$ cat config.mk
export PLATFORM = sky130hd
export DESIGN_NAME = pc_flow_ctrl
export DESIGN_NICKNAME = d
export VERILOG_FILES = /design/src/rtl/pc_flow_pkg.sv /design/src/rtl/pc_flow_hazard_det.sv /design/src/rtl/pc_flow_ctrl.sv
export SDC_FILE = /design/constraint.sdc
export NUM_CORES = 1
export LEC_CHECK = 0
export ABC_AREA = 0
export BUFFER_PORTS_ARGS = -buffer_cell sky130_fd_sc_hd__buf_2
export CORE_UTILIZATION = 28
export CTS_CLUSTER_DIAMETER = 150
export DETAILED_ROUTE_END_ITERATION = 10
export HOLD_SLACK_MARGIN = 0.06
export MAX_ROUTING_LAYER = met4
export PLACE_DENSITY = 0.52
export SLEW_MARGIN = 40
export SYNTH_ARGS = -nofsm -noshare
export SYNTH_HDL_FRONTEND = slang
export SYNTH_SLANG_ARGS = --single-unit
$ cat constraint.sdc
create_clock -name i_clk -period 3.43 [get_ports i_clk]
set_input_delay 0.686 -clock i_clk [delete_from_list [all_inputs] [get_ports i_clk]]
set_output_delay 0.686 -clock i_clk [all_outputs]
set_load 0.01 [all_outputs]
$ cat src/rtl/pc_flow_pkg.sv
// -----------------------------------------------------------------------------
// pc_flow_pkg
// Shared types and constants for the fetch-stage PC flow controller.
//   pc_state_e   : controller FSM states. The encoding is visible on o_state.
//   redir_src_e  : redirect-source priority. A larger value means a higher
//                  priority, so sources can be compared with >=.
//   PC_INCR      : sequential fetch increment.
//   redir_src_of : maps the raw redirect requests to their priority code.
// -----------------------------------------------------------------------------
package pc_flow_pkg;

  typedef enum logic [1:0] {
    ST_RUN       = 2'd0,
    ST_LU_STALL  = 2'd1,
    ST_IMEM_WAIT = 2'd2,
    ST_REDIRECT  = 2'd3
  } pc_state_e;

  typedef enum logic [1:0] {
    SRC_NONE   = 2'd0,
    SRC_JUMP   = 2'd1,
    SRC_BRANCH = 2'd2,
    SRC_EXC    = 2'd3
  } redir_src_e;

  localparam logic [31:0] PC_INCR     = 32'd4;
  localparam int          STALL_CNT_W = 3;

  // An exception outranks a branch resolved in EX, which outranks a jump in ID.
  function automatic redir_src_e redir_src_of(input logic exc,
                                              input logic branch_taken,
                                              input logic jump);
    if (exc)               return SRC_EXC;
    else if (branch_taken) return SRC_BRANCH;
    else if (jump)         return SRC_JUMP;
    else                   return SRC_NONE;
  endfunction

endpackage

$ cat src/rtl/pc_flow_hazard_det.sv
// -----------------------------------------------------------------------------
// pc_flow_hazard_det
// Combinational load-use hazard comparator. It flags the case where the load
// in EX writes a register that the instruction in ID reads. Register 0 is
// hard-wired to zero, so it never creates a dependency. The forwarding unit
// can reuse this block.
// Ports:
//   i_idex_memread : instruction in EX is a load
//   i_idex_rt      : load destination register
//   i_ifid_rs      : first source register of the instruction in ID
//   i_ifid_rt      : second source register of the instruction in ID
//   o_lu_haz       : load-use hazard detected
// -----------------------------------------------------------------------------
module pc_flow_hazard_det (
  input  logic       i_idex_memread,
  input  logic [4:0] i_idex_rt,
  input  logic [4:0] i_ifid_rs,
  input  logic [4:0] i_ifid_rt,
  output logic       o_lu_haz
);

  logic w_rt_nonzero;
  logic w_rt_match;

  assign w_rt_nonzero = (i_idex_rt != 5'd0);
  assign w_rt_match   = (i_idex_rt == i_ifid_rs) || (i_idex_rt == i_ifid_rt);
  assign o_lu_haz     = i_idex_memread & w_rt_nonzero & w_rt_match;

endmodule

$ cat src/rtl/pc_flow_ctrl.sv
// -----------------------------------------------------------------------------
// pc_flow_ctrl
// Sequencing controller for the fetch-stage PC register and the IF/ID and
// ID/EX pipeline registers. It selects the next PC from the exception, branch,
// jump or sequential sources. It sequences load-use stalls, instruction-memory
// wait states and control-flow redirects. A redirect that arrives while a
// fetch is outstanding is latched and applied once the memory responds.
// All outputs are combinational from the state and the inputs.
//
// Ports:
//   i_clk, i_rst          : clock (rising edge), asynchronous active-high reset
//   i_pc                  : current PC from the PC register
//   i_imem_ready          : instruction memory has valid data for i_pc
//   i_idex_memread/_rt    : load in EX and its destination register
//   i_ifid_rs/_rt         : source registers of the instruction in ID
//   i_branch_taken/target : branch resolved taken in EX
//   i_jump/_target        : jump decoded in ID
//   i_exc                 : exception request
//   o_next_pc             : next-PC value for the PC register
//   o_pcwrite             : PC register write enable
//   o_ifid_write          : IF/ID write enable
//   o_ifid_flush          : load a NOP into IF/ID
//   o_idex_bubble         : zero the ID/EX control fields
//   o_state               : FSM state (RUN=0, LU_STALL=1, IMEM_WAIT=2, REDIRECT=3)
//
// Optional build macro PC_FLOW_PERF_EN adds two wrapping 32-bit counters:
//   o_stall_cycles : cycles out of reset with o_pcwrite=0
//   o_redirects    : redirects actually written into the PC
// -----------------------------------------------------------------------------
module pc_flow_ctrl
  import pc_flow_pkg::*;
#(
  parameter logic [31:0] RESET_VEC    = 32'h0000_0000,
  parameter logic [31:0] EXC_VEC      = 32'h0000_0180,
  parameter int          LU_STALL_CYC = 1
) (
  input  logic        i_clk,
  input  logic        i_rst,
  input  logic [31:0] i_pc,
  input  logic        i_imem_ready,
  input  logic        i_idex_memread,
  input  logic [4:0]  i_idex_rt,
  input  logic [4:0]  i_ifid_rs,
  input  logic [4:0]  i_ifid_rt,
  input  logic        i_branch_taken,
  input  logic [31:0] i_branch_target,
  input  logic        i_jump,
  input  logic [31:0] i_jump_target,
  input  logic        i_exc,
  output logic [31:0] o_next_pc,
  output logic        o_pcwrite,
  output logic        o_ifid_write,
  output logic        o_ifid_flush,
  output logic        o_idex_bubble,
  output logic [1:0]  o_state
`ifdef PC_FLOW_PERF_EN
  ,
  output logic [31:0] o_stall_cycles,
  output logic [31:0] o_redirects
`endif
);

  pc_state_e              r_state;
  logic                   r_pend_vld;
  logic [31:0]            r_pend_pc;
  redir_src_e             r_pend_src;
  logic [STALL_CNT_W-1:0] r_stall_cnt;

  pc_state_e              w_state_nxt;
  logic                   w_pend_vld_nxt;
  logic [31:0]            w_pend_pc_nxt;
  redir_src_e             w_pend_src_nxt;
  logic [STALL_CNT_W-1:0] w_stall_cnt_nxt;

  logic                   w_redirect;
  redir_src_e             w_redir_src;
  logic [31:0]            w_redir_pc;
  logic                   w_lu_haz;
  logic                   w_take_new;
  logic                   w_redir_applied;

  pc_flow_hazard_det u_hazard_det (
    .i_idex_memread (i_idex_memread),
    .i_idex_rt      (i_idex_rt),
    .i_ifid_rs      (i_ifid_rs),
    .i_ifid_rt      (i_ifid_rt),
    .o_lu_haz       (w_lu_haz)
  );

  assign w_redirect  = i_exc | i_branch_taken | i_jump;
  assign w_redir_src = redir_src_of(i_exc, i_branch_taken, i_jump);

  always_comb begin
    w_redir_pc = i_jump_target;
    if (i_exc)               w_redir_pc = EXC_VEC;
    else if (i_branch_taken) w_redir_pc = i_branch_target;
  end

  // While a fetch is outstanding, a new redirect replaces the latched one
  // only if its priority is at least as high.
  assign w_take_new = w_redirect && (!r_pend_vld || (w_redir_src >= r_pend_src));

  always_ff @(posedge i_clk or posedge i_rst) begin
    if (i_rst) begin
      r_state     <= ST_RUN;
      r_pend_vld  <= 1'b0;
      r_pend_pc   <= 32'd0;
      r_pend_src  <= SRC_NONE;
      r_stall_cnt <= '0;
    end else begin
      r_state     <= w_state_nxt;
      r_pend_vld  <= w_pend_vld_nxt;
      r_pend_pc   <= w_pend_pc_nxt;
      r_pend_src  <= w_pend_src_nxt;
      r_stall_cnt <= w_stall_cnt_nxt;
    end
  end

  always_comb begin
    o_next_pc       = i_pc + PC_INCR;
    o_pcwrite       = 1'b1;
    o_ifid_write    = 1'b1;
    o_ifid_flush    = 1'b0;
    o_idex_bubble   = 1'b0;
    o_state         = r_state;
    w_state_nxt     = r_state;
    w_pend_vld_nxt  = r_pend_vld;
    w_pend_pc_nxt   = r_pend_pc;
    w_pend_src_nxt  = r_pend_src;
    w_stall_cnt_nxt = r_stall_cnt;
    w_redir_applied = 1'b0;

    if (i_rst) begin
      o_next_pc     = RESET_VEC;
      o_pcwrite     = 1'b0;
      o_ifid_write  = 1'b0;
      o_ifid_flush  = 1'b1;
      o_idex_bubble = 1'b1;
      o_state       = ST_RUN;
    end else if (r_state == ST_IMEM_WAIT) begin
      o_pcwrite    = 1'b0;
      o_ifid_flush = 1'b1;
      if (w_take_new) begin
        w_pend_vld_nxt = 1'b1;
        w_pend_pc_nxt  = w_redir_pc;
        w_pend_src_nxt = w_redir_src;
      end
      // A redirect that arrives in the same cycle as the memory response
      // is merged above, so it is applied on this response.
      if (i_imem_ready) begin
        if (w_pend_vld_nxt) begin
          o_next_pc       = w_pend_pc_nxt;
          o_pcwrite       = 1'b1;
          w_pend_vld_nxt  = 1'b0;
          w_pend_src_nxt  = SRC_NONE;
          w_state_nxt     = ST_REDIRECT;
          w_redir_applied = 1'b1;
        end else begin
          o_pcwrite    = 1'b1;
          o_ifid_flush = 1'b0;
          w_state_nxt  = ST_RUN;
        end
      end
    end else begin
      // RUN, LU_STALL and REDIRECT share the redirect handling. In REDIRECT
      // the instruction in ID is squashed, so its hazard is ignored.
      if (r_state == ST_REDIRECT) o_idex_bubble = 1'b1;

      if (w_redirect) begin
        o_ifid_flush = 1'b1;
        if (i_imem_ready) begin
          o_next_pc       = w_redir_pc;
          w_state_nxt     = ST_REDIRECT;
          w_redir_applied = 1'b1;
        end else begin
          o_pcwrite      = 1'b0;
          w_pend_vld_nxt = 1'b1;
          w_pend_pc_nxt  = w_redir_pc;
          w_pend_src_nxt = w_redir_src;
          w_state_nxt    = ST_IMEM_WAIT;
        end
      end else if (r_state == ST_LU_STALL) begin
        o_pcwrite     = 1'b0;
        o_ifid_write  = 1'b0;
        o_idex_bubble = 1'b1;
        if (r_stall_cnt == '0) w_state_nxt = ST_RUN;
        else                   w_stall_cnt_nxt = r_stall_cnt - STALL_CNT_W'(1);
      end else if ((r_state == ST_RUN) && w_lu_haz) begin
        o_pcwrite     = 1'b0;
        o_ifid_write  = 1'b0;
        o_idex_bubble = 1'b1;
        // The first stall cycle is spent in RUN. The counter therefore holds
        // the number of further LU_STALL cycles minus one.
        if (LU_STALL_CYC > 1) begin
          w_stall_cnt_nxt = STALL_CNT_W'(LU_STALL_CYC - 2);
          w_state_nxt     = ST_LU_STALL;
        end
      end else if ((r_state == ST_RUN) && !i_imem_ready) begin
        o_pcwrite    = 1'b0;
        o_ifid_flush = 1'b1;
        w_state_nxt  = ST_IMEM_WAIT;
      end else begin
        w_state_nxt = ST_RUN;
      end
    end
  end

`ifdef PC_FLOW_PERF_EN
  logic [31:0] r_stall_cycles;
  logic [31:0] r_redirects;

  always_ff @(posedge i_clk or posedge i_rst) begin
    if (i_rst) begin
      r_stall_cycles <= 32'd0;
      r_redirects    <= 32'd0;
    end else begin
      if (!o_pcwrite)      r_stall_cycles <= r_stall_cycles + 32'd1;
      if (w_redir_applied) r_redirects    <= r_redirects + 32'd1;
    end
  end

  assign o_stall_cycles = r_stall_cycles;
  assign o_redirects    = r_redirects;
`endif

endmodule

# Yosys cells after proc, flatten, opt, wreduce, memory -nomap -nowiden
# Cells that the tools add are included.
[classes] add_sub_neg=2 magnitude_cmp=1 eq_ne=9 mux=64 n_bitwise=8 reduce_logical=14
[ops] operator="32-bit 2-to-1 mux" count=12
[ops] operator="1-bit 2-to-1 mux" count=35
[ops] operator="2-bit 2-to-1 mux" count=17
[ops] operator="32-bit by 3-bit adder with 32-bit output (second input constant)" count=1
[ops] operator="5-bit equality test" count=2
[ops] operator="5-bit AND reduction" count=1
[ops] operator="5-bit nonzero test" count=1
[ops] operator="2-bit equality test (second input constant)" count=2
[ops] operator="4-bit by 3-bit != test with 1-bit output (second input constant)" count=1
[ops] operator="4-bit != test (second input constant)" count=1
[ops] operator="1-bit inverter" count=4
[ops] operator="4-bit AND reduction" count=1
[ops] operator="1-bit logical AND" count=3
[ops] operator="3-bit zero test" count=1
[ops] operator="3-bit AND reduction" count=1
[ops] operator="3-bit by 1-bit subtractor with 3-bit output (second input constant)" count=1
[ops] operator="1-bit bitwise AND" count=2
[ops] operator="2-bit by 1-bit equality test with 1-bit output (second input constant)" count=1
[ops] operator="2-bit >= comparator" count=1
[ops] operator="1-bit zero test" count=2
[ops] operator="2-bit zero test" count=1
[ops] operator="1-bit logical OR" count=2
[ops] operator="2-bit by 1-bit != test with 1-bit output (second input constant)" count=1
[ops] operator="2-bit != test (second input constant)" count=1
[ops] operator="other kinds (2)" count=3
[totals] ff_bits=40 out_inout_bits=38

# Logic depth before layout (Yosys ltp)
# Gate-level depths: netlist (run 1).
[depth] ltp_word=13 depth_mapped=11 mapped_depth_nobuf=8

# By module
# A second synthesis (run 1) with hierarchy kept.
[unflattened] cells_unflattened=439 hier_area_um2=3738.6
[modules_own_cells] module="pc_flow_ctrl" instances=1 cells_per_inst=422 area_per_inst_um2=3613.5 seq_area_each_um2=1001.0
[modules_own_cells] module="pc_flow_hazard_det" instances=1 cells_per_inst=17 area_per_inst_um2=125.1 seq_area_each_um2=0.0

# Worst setup path before layout (run 1)
# No wires, ideal clock.
[synth_timing] path_type="input to output" from="input port i_branch_taken" to="output port o_next_pc[10]" arrival_time_ns=2.959 required_time_ns=2.744 path_slack_ns=-0.215 stages=11 n_path_buf=4 cell_sequence="buf_2 buf_2 buf_2 or2_2 ha_1 nand2b_1 a211o_1 nand3_1 buf_2 o22ai_1 a211oi_1"
[synth_between] elab_chain_cells=12 elab_cells_between_ends=19 classes_between="order compare (1); mux (14); bitwise (2); reduce/logical (2)"
[synth_lines] item="from (decl)" line="pc_flow_ctrl.sv:45" text="input logic i_branch_taken,"
[synth_lines] item="2-bit 2-to-1 mux" line="pc_flow_pkg.sv:34" text="else if (branch_taken) return SRC_BRANCH;"
[synth_lines] item="2-bit 2-to-1 mux" line="pc_flow_pkg.sv:33" text="if (exc) return SRC_EXC;"
[synth_lines] item="2-bit >= comparator" line="pc_flow_ctrl.sv:101" text="assign w_take_new = w_redirect && (!r_pend_vld || (w_redir_src >= r_pend_src));"
[synth_lines] item="1-bit logical OR" line="pc_flow_ctrl.sv:101"
[synth_lines] item="1-bit logical AND" line="pc_flow_ctrl.sv:101"
[synth_lines] item="1-bit 2-to-1 mux" line="pc_flow_ctrl.sv:143" text="if (w_take_new) begin"
[synth_lines] item="1-bit 2-to-1 mux" line="pc_flow_ctrl.sv:140" text="end else if (r_state == ST_IMEM_WAIT) begin"
[synth_lines] item="1-bit 2-to-1 mux" line="pc_flow_ctrl.sv:133" text="if (i_rst) begin"
[synth_lines] item="32-bit 2-to-1 mux" line="pc_flow_ctrl.sv:151" text="if (w_pend_vld_nxt) begin"
[synth_lines] item="32-bit 2-to-1 mux" line="pc_flow_ctrl.sv:150" text="if (i_imem_ready) begin"
[synth_lines] item="32-bit 2-to-1 mux *" line="pc_flow_ctrl.sv:140"
[synth_lines] item="32-bit 2-to-1 mux *" line="pc_flow_ctrl.sv:133"
[synth_lines] item="to (decl)" line="pc_flow_ctrl.sv:50" text="output logic [31:0] o_next_pc,"
# Every way passes the cells marked *; elsewhere a longest branch is shown, timed or not. The select of a mux whose other input is x is not followed.

# Worst setup path after layout (run 1)
[layout_timing] from="input port i_exc" to="output port o_next_pc[25]"
[layout_between] elab_chain_cells=11 elab_cells_between_ends=17 classes_between="order compare (1); mux (12); bitwise (2); reduce/logical (2)"
[layout_lines] item="from (decl)" line="pc_flow_ctrl.sv:49" text="input logic i_exc,"
[layout_lines] item="2-bit 2-to-1 mux" line="pc_flow_pkg.sv:33"
[layout_lines] item="2-bit >= comparator" line="pc_flow_ctrl.sv:101"
[layout_lines] item="1-bit logical OR" line="pc_flow_ctrl.sv:101"
[layout_lines] item="1-bit logical AND" line="pc_flow_ctrl.sv:101"
[layout_lines] item="1-bit 2-to-1 mux" line="pc_flow_ctrl.sv:143"
[layout_lines] item="1-bit 2-to-1 mux" line="pc_flow_ctrl.sv:140"
[layout_lines] item="1-bit 2-to-1 mux" line="pc_flow_ctrl.sv:133"
[layout_lines] item="32-bit 2-to-1 mux" line="pc_flow_ctrl.sv:151"
[layout_lines] item="32-bit 2-to-1 mux" line="pc_flow_ctrl.sv:150"
[layout_lines] item="32-bit 2-to-1 mux *" line="pc_flow_ctrl.sv:140"
[layout_lines] item="32-bit 2-to-1 mux *" line="pc_flow_ctrl.sv:133"
# Marked as above.

==> impl_metrics.ini, run 1 <==
[run_status]
outcome = finished, final reports clean

[setup_path]
crit_required_ns = 2.74
end_kind = primary output
worstPathArrival_ns = 2.60
crit_type = primary input to primary output
critPathMaxFanout = 22
start_kind = primary input

[cts]
htree_levels = 2
cts_tree = built
clock_latency_ns = 0.28
cts_buffer_depth = 2
path_clk_slew_ns = 0.06
clock_sinks = 40
cts_root_buffer = clkbuf_16
numCtsBuffers = 5
cts_setup_buffers = 0

[synthesis]
ys_types = 48
synth_cells = 441
syn_area_um2 = 3640
yosysWarnings = 0
synthTopCellsByArea = dfrtp_1 28%, mux2i_1 8.3%, mux2_2 7.4%, xnor2_1 5.5%, nor2_1 4.4%
seq_area_frac_synth_pct = 27.5
syn_avg_cell_area_um2 = 8.25
async_reset_ff_share_pct = 100
synth_top_cell_by_area = dfrtp_1
synth_edf_count = 0
synth_top_cell_area_share_pct = 27.5
synth_ff_type = dfrtp_1
ys_seq_elements = 40
synth_nets = 564

[layout]
n_antenna_cell = 0
drive_above_1_share_pct = 41.1
fillers = 1347
finalNetCount = 715
fin_cells = 765
syn_to_final_growth_pct = 36.3

[timing]
fmax_ghz = 0.304
min_period_over_period_pct = 95.9
slew_headroom_pct = 59.5
rsz0062_at_grt = yes
setup_viol = 0
clock-skew-final_ns = 0.00607
period_needed_ns = 3.29
hold_viol = 0
max_slew.worst_pin.slew_ns = 0.601
maxSlewViolCount = 0

[die]
dieArea_um2 = 13500
start_util_pct = 28.8
pin_count = 156
rows = 41
core_area_um2 = 12600
die-width_um = 116
dieHeight_um = 116

[placement]
dp_cells = 757
dpl.hpwl_um = 9400
gp_congestion = 0.849
place.port_buffers = 155

[global_route]
grt.total_usage_pct = 18.1
grt_pass1_wl_um = 18600
overflow = 0
grt_max_degree = 61
grt_pass1_vias = 3726
antenna_found_initial = 0

[pwr]
p_leak_nw = 2.27
p_total_mw = 1.74
peakVddDrop_mv = 0.174
p_per_area_nw_per_um2 = 350

[detailed_routing]
via_per_inst = 5.08
wl_per_cell_um = 15.7
ant_nets = 0
num_vias = 3890
drc_errors = 0
drtIter0Drc = 105
drt_wl_total_um = 12000
drtPass1Iterations = 4

[run]
drv_cap = 0

[min_path]
hold_class = flip-flop to flip-flop
## area by class of cell
cell class              count  area, um2  area share (%)
inverters                  12       45.0           0.908
clock inverters             2       10.0           0.202
multi-input cells         357       2550            51.5
repair buffers            176        996            20.1
flip-flops and latches     40       1000            20.2
well taps                 172        215            4.34
clock buffers               6        139            2.80
## where the power goes
| group | switching [mW] | internal, mW | leakage (nW) |
|---|---|---|---|
| Sequential | 0.0511 | 0.563 | 0.511 |
| Combinational | 0.347 | 0.302 | 1.68 |
| Clock | 0.187 | 0.287 | 0.0766 |
## cells by family after synthesis
kind of cell,count (synthesis),share of synthesized area (%)
simple gates,147,21.3
compound gates,115,20.0
mux,55,16.0
buf+inv,44,5.09
flops,40,27.5
xor+xnor,35,8.42
fa+ha+maj,5,1.72
## critical path: stages
cell and delay [ns]:
buf_2 0.12, or2_2 0.31, ha_1 0.18, nand2b_1 0.17, a211o_1 0.33, nand3_2 0.11
buf_12 0.17, o221ai_1 0.13, nor3b_1 0.22, buf_2 0.16
## final timing paths
kind                                                 start                          to  slack [ns]  cells past startpoint
max in group asynchronous                            i_rst   r_pend_pc[11]$_DFFE_PP0P_        2.53                      3
min in group asynchronous                            i_rst      r_state[1]$_DFFE_PP0P_        0.64                      3
worst max register to register   r_pend_src[0]$_DFFE_PP0P_   r_pend_pc[22]$_DFFE_PP0P_        1.34                      6
worst max-delay path                                 i_exc               o_next_pc[25]        0.14                     10
worst min-delay path            r_stall_cnt[0]$_DFFE_PP0P_  r_stall_cnt[0]$_DFFE_PP0P_        0.47                      1
worst min register to register  r_stall_cnt[0]$_DFFE_PP0P_  r_stall_cnt[0]$_DFFE_PP0P_        0.47                      1
## metal layers
layer  vias up  GRT usage, %  part of all wire [%]
li1       1930             -                     -
met1      1844          23.0                    45
met2       108          31.3                    50
met3         8          1.62                   3.4
met4         0          3.93                   1.2
met5         -             -                     0
## placed cells by master, fill, tap and decap left out, types with 6 or more instances in the layout
master and instances:
a211oi_2 8, a21oi_1 18, a21oi_2 9, and4_1 6, buf_2 155, buf_4 16, dfrtp_1 40, inv_1 11
mux2_2 24, mux2i_1 30, nand2_1 24, nand3_1 15, nor2_1 42, nor3_1 13, nor4_1 7, o21ai_0 25
o221ai_1 13, o22ai_1 15, or2_2 8, xnor2_1 23, xor2_1 12
## stage by stage
stage,worst slack [ns],area [um2],setup TNS [ns],hold WS [ns],utilization [%]
6_report,0.141,4960,0,0.470,39.3
4_1_cts,0.121,4950,0,0.476,39.3
3_5_place_dp,0.121,4810,0,0.463,38.1
3_3_place_gp,0.126,4810,0,0.460,38.1
5_1_grt,-0.000871,4960,-0.000871,0.487,39.3
2_1_floorplan,0.0191,3730,0,0.445,-
## registers in the layout, indices dropped and copies added (netlist names)
register	count
r_stall_cnt	3
r_state	2
r_pend_src	2
r_pend_pc	32
r_pend_vld	1
## synthesized netlist by cell type, types with 2 or more instances
library cell  number
or4_1              2
and4_1             6
nor3b_1            2
xnor2_1           23
nand2b_1           3
buf_2             10
nor4_1             7
clkbuf_1          21
nand4_1            4
o211ai_1           4
inv_1             12
or2_2              8
nor2_1            43
nor3_1            13
nand3_1           17
a21o_1             2
a21oi_1           27
o21ai_0           25
a211oi_1          12
o221ai_1          13
mux2i_1           30
o22ai_1           15
nand2_1           24
ha_1               5
nor2b_1            5
xor2_1            12
a31oi_1            2
and2_1             4
and3_1             2
mux2_2            24
dfrtp_1           40
o21ai_1            5
a221oi_1           3
a22oi_1            2
## timing repair
item                                    in CTS  in global routing
hold endpoints to repair                     0                  0
gates resized for setup                      0                  1
endpoints found under the setup margin       0                  1
hold buffers                                 0                  0
Note: power is estimated with default switching activity, not from simulation.
==> inputs of run 2 (changes only) <==
--- a/config.mk
+++ b/config.mk
@@ -11,7 +11,6 @@
 export CTS_CLUSTER_DIAMETER = 150
 export DETAILED_ROUTE_END_ITERATION = 10
 export HOLD_SLACK_MARGIN = 0.06
-export MAX_ROUTING_LAYER = met4
 export PLACE_DENSITY = 0.52
 export SLEW_MARGIN = 40
 export SYNTH_ARGS = -nofsm -noshare
==> constraint.sdc (replaced) <==
create_clock -name i_clk -period 3.43 [get_ports i_clk]
set_input_delay 0.686 -clock i_clk [delete_from_list [all_inputs] [get_ports i_clk]]
set_output_delay 0.686 -clock i_clk [all_outputs]
set_load 0.1 [all_outputs]
==> run 2 against run 1 <==
  * Critical path depth is 3 lower
  * Clock-buffer cell count stayed put
  * First-iteration DRC count is 91% higher
  * Flip-flop and latch count stayed put
  * Clock power is 12% higher
  * Wire length is 6.9% higher
  * Largest cell class unchanged
  * Highest routed layer unchanged
==> impl_metrics.ini, run 2 (synthesized netlist as in run 1, its figures left out) <==
[cts]
cts_setup_buffers = 0
clock_latency_ns = 0.28
htree_levels = 2
numCtsBuffers = 5
cts_tree = built
cts_buffer_depth = 2
cts_root_buffer = clkbuf_16
path_clk_slew_ns = 0.06
clock_sinks = 40

[detailed_routing]
drtIter0Drc = 201
num_vias = 4046
drt_wl_total_um = 12800
via_per_inst = 5.18
drtPass1Iterations = 4
wl_per_cell_um = 16.4
drc_errors = 0
ant_nets = 0

[setup_path]
crit_required_ns = 2.74
end_kind = primary output
path_cells = buf_2, buf_4, or3_1, o21a_1, o311ai_1, a31oi_4, buf_12
start_kind = primary input
worstPathArrival_ns = 2.66
critPathMaxFanout = 11
crit_type = primary input to primary output
reg2reg_depth = 7
slowest_stage = or3_1
slowest_delay_ns = 0.58
reg2reg_slack_ns = 1.19
reg2reg_to = r_pend_pc[17]$_DFFE_PP0P_
timing.rr.start = r_pend_src[0]$_DFFE_PP0P_

[pwr]
swShare_pct = 42.3
p_sw_mw = 1.03
p_seq_share_pct = 25.7
peakVddDrop_mv = 0.204
internal_power_mw = 1.41
p_per_area_nw_per_um2 = 398
p_comb_share_pct = 52.6
clkPwrFrac_pct = 21.8
p_leak_nw = 2.60

[min_path]
hold_class = primary input to async pin

[layout]
reg_top3 = r_pend_pc (32), r_stall_cnt (3)
finish.utilization_pct = 48.6
drive_above_1_share_pct = 48.1
final_cell_mix = 121 x buf_2, 41 x nor2_1, 40 x dfrtp_1
regMostFlops = r_pend_pc
finalNetCount = 731
n_antenna_cell = 0
final_common_cell = buf_2
largest_reg_flops = 32
syn_to_final_growth_pct = 68.5

[die]
core_area_um2 = 12600
rows = 41
dieHeight_um = 116
dieArea_um2 = 13500
start_util_pct = 28.8
die-width_um = 116
pin_count = 156

[global_route]
grt_max_degree = 34
overflow = 0
antenna_found_initial = 0
grt_pass1_vias = 4103
grt.total_usage_pct = 19.6
grt_pass1_wl_um = 20600

[timing]
tns_ns = 0
clock-skew-final_ns = 0.00574
slew_headroom_pct = 66.1
hold_viol = 0
setup_viol = 0
min_period_over_period_pct = 97.6
hold_slack_ns = 0.415
fmax_ghz = 0.299
max_slew.worst_pin.slew_ns = 0.508
maxSlewViolCount = 0
period_needed_ns = 3.35

[run_status]
outcome = finished, final reports clean

[placement]
place.port_buffers = 155
dpl.hpwl_um = 10000
gp_congestion = 0.931

[run]
drv_cap = 0
[run 2: cell types whose count changed in the layout (fill, tap and decap cells not counted), moves of 7 or more]
cell,previous run,this run
buf_4,16,31
buf_2,155,121
a211oi_4,0,9
a21oi_1,18,8
a21oi_2,9,2
buf_12,5,39
a21oi_4,0,17
a211oi_2,8,0
[run 2: stage by stage]
step           std cells  cell area [um2]  setup slack [ns]  total power [mW]
5_1_grt              781             6130           -0.0123              2.56
3_5_place_dp         773             5910           -0.0321              1.92
4_1_cts              781             6080           0.00493              2.47
3_3_place_gp         773             5910           -0.0177              1.90
6_report             781             6130            0.0831              2.44
2_1_floorplan        441             4270            -0.401              1.49
[run 2: metal layers]
metal  share of wire (%)  GRT usage (%)  vias up
li1                    -              -     1960
met1                  44           24.5     1965
met2                  50           35.0      103
met3                 3.6           2.82       18
met4                 2.2           5.47        0
met5                   0              0        -
[run 2: how the worst max path moves through the flow]
stage,slack [ns],from,cells past startpoint,endpoint
5_1_grt,-0.01,i_pc[3],9,o_next_pc[20]
3_5_place_dp,-0.03,i_pc[2],9,o_next_pc[30]
3_3_place_gp,-0.02,i_pc[2],9,o_next_pc[30]
4_1_cts,0.005,i_pc[2],9,o_next_pc[30]
2_1_floorplan,-0.40,i_branch_taken,11,o_next_pc[10]
6_report,0.08,i_branch_taken,7,o_next_pc[31]
[run 2: final cells by class]
cell class	count	area, um2
flip-flops and latches	40	1000
multi-input cells	357	3070
repair buffers	192	1630
fillers	1206	6490
inverters	12	45.0
clock buffers	6	129
well taps	172	215
clock inverters	2	35.0
[run 2: power by group through the flow]
| stage | sequential (mW) | combinational (mW) | clock (mW) |
|---|---|---|---|
| after CTS | 0.625 | 1.29 | 0.553 |
| final | 0.626 | 1.28 | 0.531 |
| after global placement | 0.627 | 1.27 | 0 |
| after detailed placement | 0.634 | 1.28 | 0 |
| after global routing | 0.636 | 1.36 | 0.567 |
| after floorplan | 0.615 | 0.875 | 0 |
[run 2: repair_timing]
| item | CTS | global route |
|---|---|---|
| gates cloned | 0 | 0 |
| setup endpoints to repair | 1 | 14 |
| pin swaps | 0 | 3 |
| resized for setup | 1 | 8 |
| hold buffers | 0 | 0 |
[run 2: critical path: cells and delay by family]
family                 cells  cell delay, ns
AOI/OAI and AO/OA          3            0.95
and+or+nand+nor            1            0.58
buffers and inverters      3            0.43
==> inputs of run 3 (changes only) <==
--- a/config.mk
+++ b/config.mk
@@ -11,7 +11,7 @@
 export CTS_CLUSTER_DIAMETER = 150
 export DETAILED_ROUTE_END_ITERATION = 10
 export HOLD_SLACK_MARGIN = 0.06
-export PLACE_DENSITY = 0.52
+export PLACE_DENSITY = 0.5
 export SLEW_MARGIN = 40
 export SYNTH_ARGS = -nofsm -noshare
 export SYNTH_HDL_FRONTEND = slang
==> constraint.sdc (replaced) <==
create_clock -name i_clk -period 3.8 [get_ports i_clk]
set_input_delay 0.76 -clock i_clk [delete_from_list [all_inputs] [get_ports i_clk]]
set_output_delay 0.76 -clock i_clk [all_outputs]
set_load 0.1 [all_outputs]
==> run 3 against run 2 <==
  * Critical path depth rose by 2
  * Total power is 9.3% lower
  * Cell area is 2.2% lower
  * Core utilization is 1.1 points lower
  * Largest cell class unchanged
  * Highest routed layer is now met5
==> impl_metrics.ini, run 3 (synthesized netlist as in run 1, its figures left out) <==
[run_status]
outcome = finished, final reports clean

[cts]
cts_root_buffer = clkbuf_16
clock_sinks = 40
ctsResizeCount = 0
cts_buffer_depth = 2
holdBufCountCts = 0
htree_levels = 2
cts_setup_buffers = 0
clock_latency_ns = 0.29
cts_tree = built
path_clk_slew_ns = 0.06
numCtsBuffers = 5

[global_route]
antenna_found_initial = 1
grt.total_usage_pct = 19.3
grt_pass1_wl_um = 20000
grt_max_degree = 37
overflow = 0
grt_pass1_vias = 3956

[detailed_routing]
drtPass1Iterations = 5
via_per_inst = 5.10
drtIter0Drc = 150
num_vias = 3932
ant_nets = 0
drt_wl_total_um = 12800
wl_per_cell_um = 16.6
drc_errors = 0

[pwr]
peakVddDrop_mv = 0.178
p_per_area_nw_per_um2 = 369
p_leak_nw = 2.52

[die]
dieArea_um2 = 13500
dieHeight_um = 116
rows = 41
start_util_pct = 28.8
die-width_um = 116
pin_count = 156
core_area_um2 = 12600

[timing]
max_slew.worst_pin.slew_ns = 0.496
setup_viol = 0
fmax_ghz = 0.270
rsz0062_at_grt = no
maxSlewViolCount = 0
min_period_over_period_pct = 97.6
period_needed_ns = 3.71
hold_slack_ns = 0.476
clock-skew-final_ns = 0.00360
hold_viol = 0
slew_headroom_pct = 67.2

[setup_path]
crit_required_ns = 3.04
critPathMaxFanout = 9
worstPathArrival_ns = 2.95
crit_start = i_pc[2]
reg2reg_depth = 6
crit_type = primary input to primary output
end_kind = primary output
timing.rr.start = r_pend_src[0]$_DFFE_PP0P_
start_kind = primary input

[layout]
largest_reg_flops = 32
fin_cells = 771
final_cell_mix = 121 x buf_2, 42 x nor2_1, 40 x dfrtp_1
n_antenna_cell = 0
finalNetCount = 721
fillers = 1195
drive_above_1_share_pct = 46.7
final_common_cell = buf_2
reg_top3 = r_pend_pc (32), r_stall_cnt (3)
syn_to_final_growth_pct = 64.7
finish.utilization_pct = 47.5
regMostFlops = r_pend_pc

[min_path]
min_from = r_stall_cnt[0]$_DFFE_PP0P_
holdPathStages = 1
hold_class = flip-flop to flip-flop

[placement]
place.port_buffers = 155
dpl.hpwl_um = 9950
gp_congestion = 0.869
dp_cells = 763

[run]
drv_cap = 0
run 3: cell type report:
type	instances	area [um2]	share of cell area, %
Clock buffer	5	125	2.09
Clock inverter	3	47.5	0.793
Inverter	12	45.0	0.752
Multi-Input combinational cell	357	3010	50.2
Sequential cell	40	1000	16.7
Tap cell	172	215	3.59
Timing Repair Buffer	182	1550	25.9
run 3: per-stage QoR:
stage	instance area [um2]	power [mW]	setup TNS (ns)	setup WS (ns)
2_1_floorplan	4270	1.35	-0.944	-0.203
3_3_place_gp	5820	1.71	0	0.116
3_5_place_dp	5820	1.72	0	0.0866
4_1_cts	5990	2.23	0	0.0820
5_1_grt	5990	2.32	0	0.00108
6_report	5990	2.21	0	0.0916
run 3: worst paths after layout:
kind                       slack [ns]                         end
max in group asynchronous        2.77    r_pend_pc[1]$_DFFE_PP0P_
hold reg to reg                  0.48  r_stall_cnt[0]$_DFFE_PP0P_
setup / recovery                 0.09               o_next_pc[30]
min in group asynchronous        0.57   r_pend_pc[21]$_DFFE_PP0P_
setup reg to reg                 1.57    r_pend_pc[6]$_DFFE_PP0P_
hold / removal                   0.48  r_stall_cnt[0]$_DFFE_PP0P_
run 3: where the power goes:
part	switching [mW]	leakage, nW	internal (mW)	total (mW)
clock	0.188	0.0840	0.312	0.500
sequential	0.0578	0.511	0.509	0.566
combinational	0.699	1.92	0.445	1.14
run 3: layer usage:
layer | vias to the layer above | GRT usage [%] | routed length (um)
li1 | 1928 | - | -
met1 | 1882 | 23.9 | 5520
met2 | 107 | 33.8 | 6520
met3 | 13 | 3.92 | 592
met4 | 2 | 5.38 | 160
met5 | - | 0 | 13
run 3: critical path, cell delays in order:
cell      delay (ns)
buf_2           0.13
ha_1            0.19
nand3_1         0.16
or4_1           0.54
buf_4           0.20
nor4_4          0.30
xnor2_1         0.14
a211oi_4        0.30
buf_12          0.21
